### src/rtl/demux_1a2.sv
// demux_1a2: buffered 1-to-2 valid/ready demultiplexer with one FIFO per output channel; optional macro DEMUX_1A2_STATS_EN adds push and stall counters
module demux_1a2 #(
  parameter int WIDTH = 32,
  parameter int DEPTH = 2
) (
  input  logic             clk,
  input  logic             rst_n,
  input  logic             in_valid,
  output logic             in_ready,
  input  logic [WIDTH-1:0] in_data,
  input  logic             in_sel,
  output logic             out0_valid,
  input  logic             out0_ready,
  output logic [WIDTH-1:0] out0_data,
  output logic             out1_valid,
  input  logic             out1_ready,
  output logic [WIDTH-1:0] out1_data
`ifdef DEMUX_1A2_STATS_EN
  ,
  output logic [15:0]      stat0,
  output logic [15:0]      stat1,
  output logic [15:0]      stall_cnt
`endif
);
  localparam int AW = $clog2(DEPTH);
  localparam int CW = AW + 1;
  logic [WIDTH-1:0] mem [2][DEPTH];
  logic [AW-1:0] wptr [2];
  logic [AW-1:0] rptr [2];
  logic [CW-1:0] cnt [2];
  logic [1:0] full, valid, ready, push, pop;
  assign ready = {out1_ready, out0_ready};
  assign in_ready = !full[in_sel];
  assign out0_valid = valid[0];
  assign out1_valid = valid[1];
  assign out0_data = mem[0][rptr[0]];
  assign out1_data = mem[1][rptr[1]];
  // per-channel status and handshake decode; in_ready sees only registered counts
  always_comb begin
    for (int i = 0; i < 2; i++) begin
      full[i] = cnt[i] == CW'(DEPTH);
      valid[i] = cnt[i] != '0;
      push[i] = in_valid && !full[i] && (in_sel == 1'(i));
      pop[i] = valid[i] && ready[i];
    end
  end
  // pointer and occupancy update; simultaneous push and pop leaves the count unchanged
  always_ff @(posedge clk or negedge rst_n)
    if (!rst_n)
      for (int i = 0; i < 2; i++) begin
        wptr[i] <= '0;
        rptr[i] <= '0;
        cnt[i] <= '0;
      end
    else
      for (int i = 0; i < 2; i++) begin
        if (push[i]) wptr[i] <= wptr[i] + 1'b1;
        if (pop[i]) rptr[i] <= rptr[i] + 1'b1;
        cnt[i] <= cnt[i] + CW'(push[i]) - CW'(pop[i]);
      end
  // storage array is left unreset; stale entries are masked by the counts
  always_ff @(posedge clk)
    for (int i = 0; i < 2; i++)
      if (push[i]) mem[i][wptr[i]] <= in_data;
`ifdef DEMUX_1A2_STATS_EN
  // saturating counters for accepted pushes per channel and stalled input cycles
  always_ff @(posedge clk or negedge rst_n)
    if (!rst_n) begin
      stat0 <= '0;
      stat1 <= '0;
      stall_cnt <= '0;
    end else begin
      if (push[0] && stat0 != '1) stat0 <= stat0 + 1'b1;
      if (push[1] && stat1 != '1) stat1 <= stat1 + 1'b1;
      if (in_valid && !in_ready && stall_cnt != '1) stall_cnt <= stall_cnt + 1'b1;
    end
`endif
endmodule

### config.mk
export PLATFORM = sky130hd
export DESIGN_NAME = demux_1a2
export DESIGN_NICKNAME = d
export VERILOG_FILES = /design/src/rtl/demux_1a2.sv
export SDC_FILE = /design/constraint.sdc
export NUM_CORES = 1
export LEC_CHECK = 0
export CORE_MARGIN = 5
export CORE_UTILIZATION = 55
export CTS_BUF_LIST = sky130_fd_sc_hd__clkbuf_16
export CTS_CLUSTER_SIZE = 14
export DETAILED_ROUTE_END_ITERATION = 12
export PLACE_DENSITY = 0.95
export SLEW_MARGIN = 40
export SYNTH_ARGS = -nofsm -noshare
export SYNTH_HDL_FRONTEND = slang
export SYNTH_SLANG_ARGS = --single-unit
### constraint.sdc
create_clock -name clk -period 6.5 [get_ports clk]
set_clock_uncertainty 0.1 [all_clocks]
set_input_delay 0.975 -clock clk [delete_from_list [all_inputs] [get_ports clk]]
set_output_delay 0.975 -clock clk [all_outputs]
set_load 0.005 [all_outputs]
==> key figures <==
Clocking
  – Postcts setup bufs: 0
  – CTS Buf Count: 17
  – TritonCTS clock tree: built
  – PostCTS Resize Cnt: 0
  – Clk_lat worst skew: 400 ps
  – CTS root buf: clkbuf_16
  – H-Tree Depth: 4
  – Clock tree sinks: 136
  – Worst-path clk slew: 50 ps
  – Clock Path Buffers: 2
  – CTS Hold Bufs: 0

Floorplanning
  – Std cell rows: 35
  – Die height: 108 um
  – IO Pins: 105
  – Core area: 0.00933 mm^2
  – Initial Utilization: 0.568
  – Die area: 0.0117 mm^2
  – Die width: 108 um

Final layout
  – Area delta synth->final: 35.4%
  – Final net count: 402
  – Final Non-Filler Cells: 502
  – ANT cells: 0
  – Share of post-route cells with drive strength above 1: 0.300
  – Fillcell total: 531
  – Fin util: 0.768

Critical path
  – Startpoint types: input pin
  – Crit Path Max Fanout: 3
  – Setup CP Type: in -> out
  – Req. time, crit path: 5420 ps
  – CP Capture Type: output pin
  – Worst endpoint data arrival time: 2250 ps

Global routing
  – Largest net degree at the start of global routing: 34
  – Vias in the first global route: 2755
  – Initial antenna violation count: 0
  – Gr usage total: 0.182
  – GR Overflow Total: 0
  – First-pass GRT wire length: 15500 um

Detailed routing
  – DR DRC count: 0
  – Mean routed wirelength per cell: 19.7 um
  – Initial DRT Pass Iterations: 4
  – DR vias: 2550
  – Detailed Route WL: 9910 um
  – Vias/cell: 5.08
  – DRT iter0 DRCs: 89
  – Post-route ant nets: 0

Logic synthesis
  – Main combinational cell family by area after synthesis: multiplexers
  – #FFs+latches synth: 136
  – Synth Area in Adders: 0.00945
  – Top cells by count, synth: 128 x edfxtp_1, 58 x mux2_4, 8 x buf_6, 8 x dfrtp_1, 7 x mux2_2
  – Area contributors post-synth: edfxtp_1 73%, mux2_4 16%, dfrtp_1 3.8%
  – Cell taking the most area after synthesis: edfxtp_1
  – Mapped Area: 0.00529 mm^2
  – Avg Synthesized Cell Area: 22.3 um^2
  – Asr flop ratio synth: 0.0588
  – Post-synthesis mux area share: 0.179
  – Syn Nets: 279
  – Ys Warns: 0
  – Seq/Total Area, Yosys: 0.764
  – Post-synth top area share: 0.726
  – Syn Inst Count: 237
  – Most frequent cell after synthesis: edfxtp_1
  – Post-synthesis xor/xnor area fraction: 0.0132
  – Synth Area in Compound Gates: 0
  – Post-synth EDFFs: 128
  – Post-synth top flop: edfxtp_1
  – Post-synth cell types: 15
  – Post-Synth Simple-Gate Area: 0.0142

Power and ir drop
  – Switching share of power: 0.252
  – Comb power frac: 0.275
  – Switching pwr: 0.774 mW
  – PwrDens: 429 mW/mm^2
  – Reg power frac: 0.412
  – Maximum vdd ir drop: 0.240 mV
  – Clock power frac: 0.313
  – Cell internal pwr: 2.30 mW
  – Pleak: 2.64 nW

Placement
  – Detailed Place HPWL: 6690 um
  – Placer Congestion: 0.697
  – Cells after DPL: 470
  – Buffers on Ports: 104
  – Dpl ws: 3180 ps

Run
  – Max_cap viols: 0

STA
  – RSZ-0062 raised after global routing: no
  – Endpoints failing setup: 0
  – Worst slew pin tran: 674 ps
  – Tcrit/Tclk final: 0.511
  – Final hold violation count: 0
  – Crit path time final: 3320 ps
  – Max Slew Vio Count: 0
  – Worst slew margin: 0.551
  – Worst hold slack: 404 ps
  – Setup ws final: 3180 ps
  – Setup TNS: 0 ps
  – Fmax: 301 MHz

Status
  – Status: finished, final reports clean

Min path
  – Min-Delay Path Class: reg -> reg
-- flip-flops by register name (all words and copies together) (netlist names) --
| name | flops |
|---|---|
| wptr | 2 |
| rptr | 2 |
| cnt | 4 |
| mem | 128 |
-- worst max-delay path, stage by stage --
cell and delay, ps:
clkdlybuf4s50_1 500, mux2_2 330, clkdlybuf4s50_1 440
-- final cells by class --
type / instances / area (um^2) / area share
clock buffers: 17 / 425 / 0.0594
clock inverters: 15 / 178 / 0.0248
inverters: 4 / 15.0 / 0.00209
multi-input cells: 89 / 1170 / 0.164
flip-flops and latches: 136 / 4050 / 0.565
well taps: 129 / 161 / 0.0225
repair buffers: 112 / 1160 / 0.162
-- kinds of logic after synthesis --
family,count (synthesis)
AND/OR/NAND/NOR,12
adder cells (fa/ha/maj),4
flip-flops,136
buffers and inverters,12
XOR/XNOR,8
multiplexers,65
-- per-layer routing --
layer,up-vias,GRT usage,part of all wire
met2,88,0.309,0.52
met4,0,0.0712,0.013
met3,9,0.0472,0.059
li1,1166,-,-
met1,1287,0.224,0.41
met5,-,0,0
-- per-stage QoR --
stage	power, mW	cell area, um^2
floorplan	1.71	5290
global placement	2.09	6440
detailed placement	2.14	6560
CTS	3.11	7170
global route	3.21	7170
finish	3.07	7170
-- power groups by stage --
stage	logic (mW)	registers (mW)	clock network, mW
detailed placement	0.851	1.28	0
floorplan	0.556	1.15	0
finish	0.845	1.27	0.963
global route	0.899	1.28	1.02
global placement	0.814	1.27	0
CTS	0.860	1.27	0.977
-- placed cells by master (no fill, tap or decap), drive strengths merged --
cell,n
and2,2
buf,8
bufinv,3
clkbuf,17
clkdlybuf4s50,104
clkinv,5
clkinvlp,1
dfrtp,8
edfxtp,128
ha,4
inv,10
mux2,65
nand2b,2
nand3,1
nand3b,1
nor2,4
or2,2
xnor2,6
xor2,2
-- final timing paths --
check	start	to	slack, ps	depth (start not counted)
hold / removal	cnt[3]	cnt[3]	400	1
min in group asynchronous	rst_n	cnt[0]	750	1
hold reg to reg	cnt[3]	cnt[3]	400	1
setup / recovery	in_sel	in_ready	3180	3
setup reg to reg	cnt[0]	mem[0][67]	4520	5
max in group asynchronous	rst_n	rptr[1]	5250	1
Power figures use the tool's default switching activity.
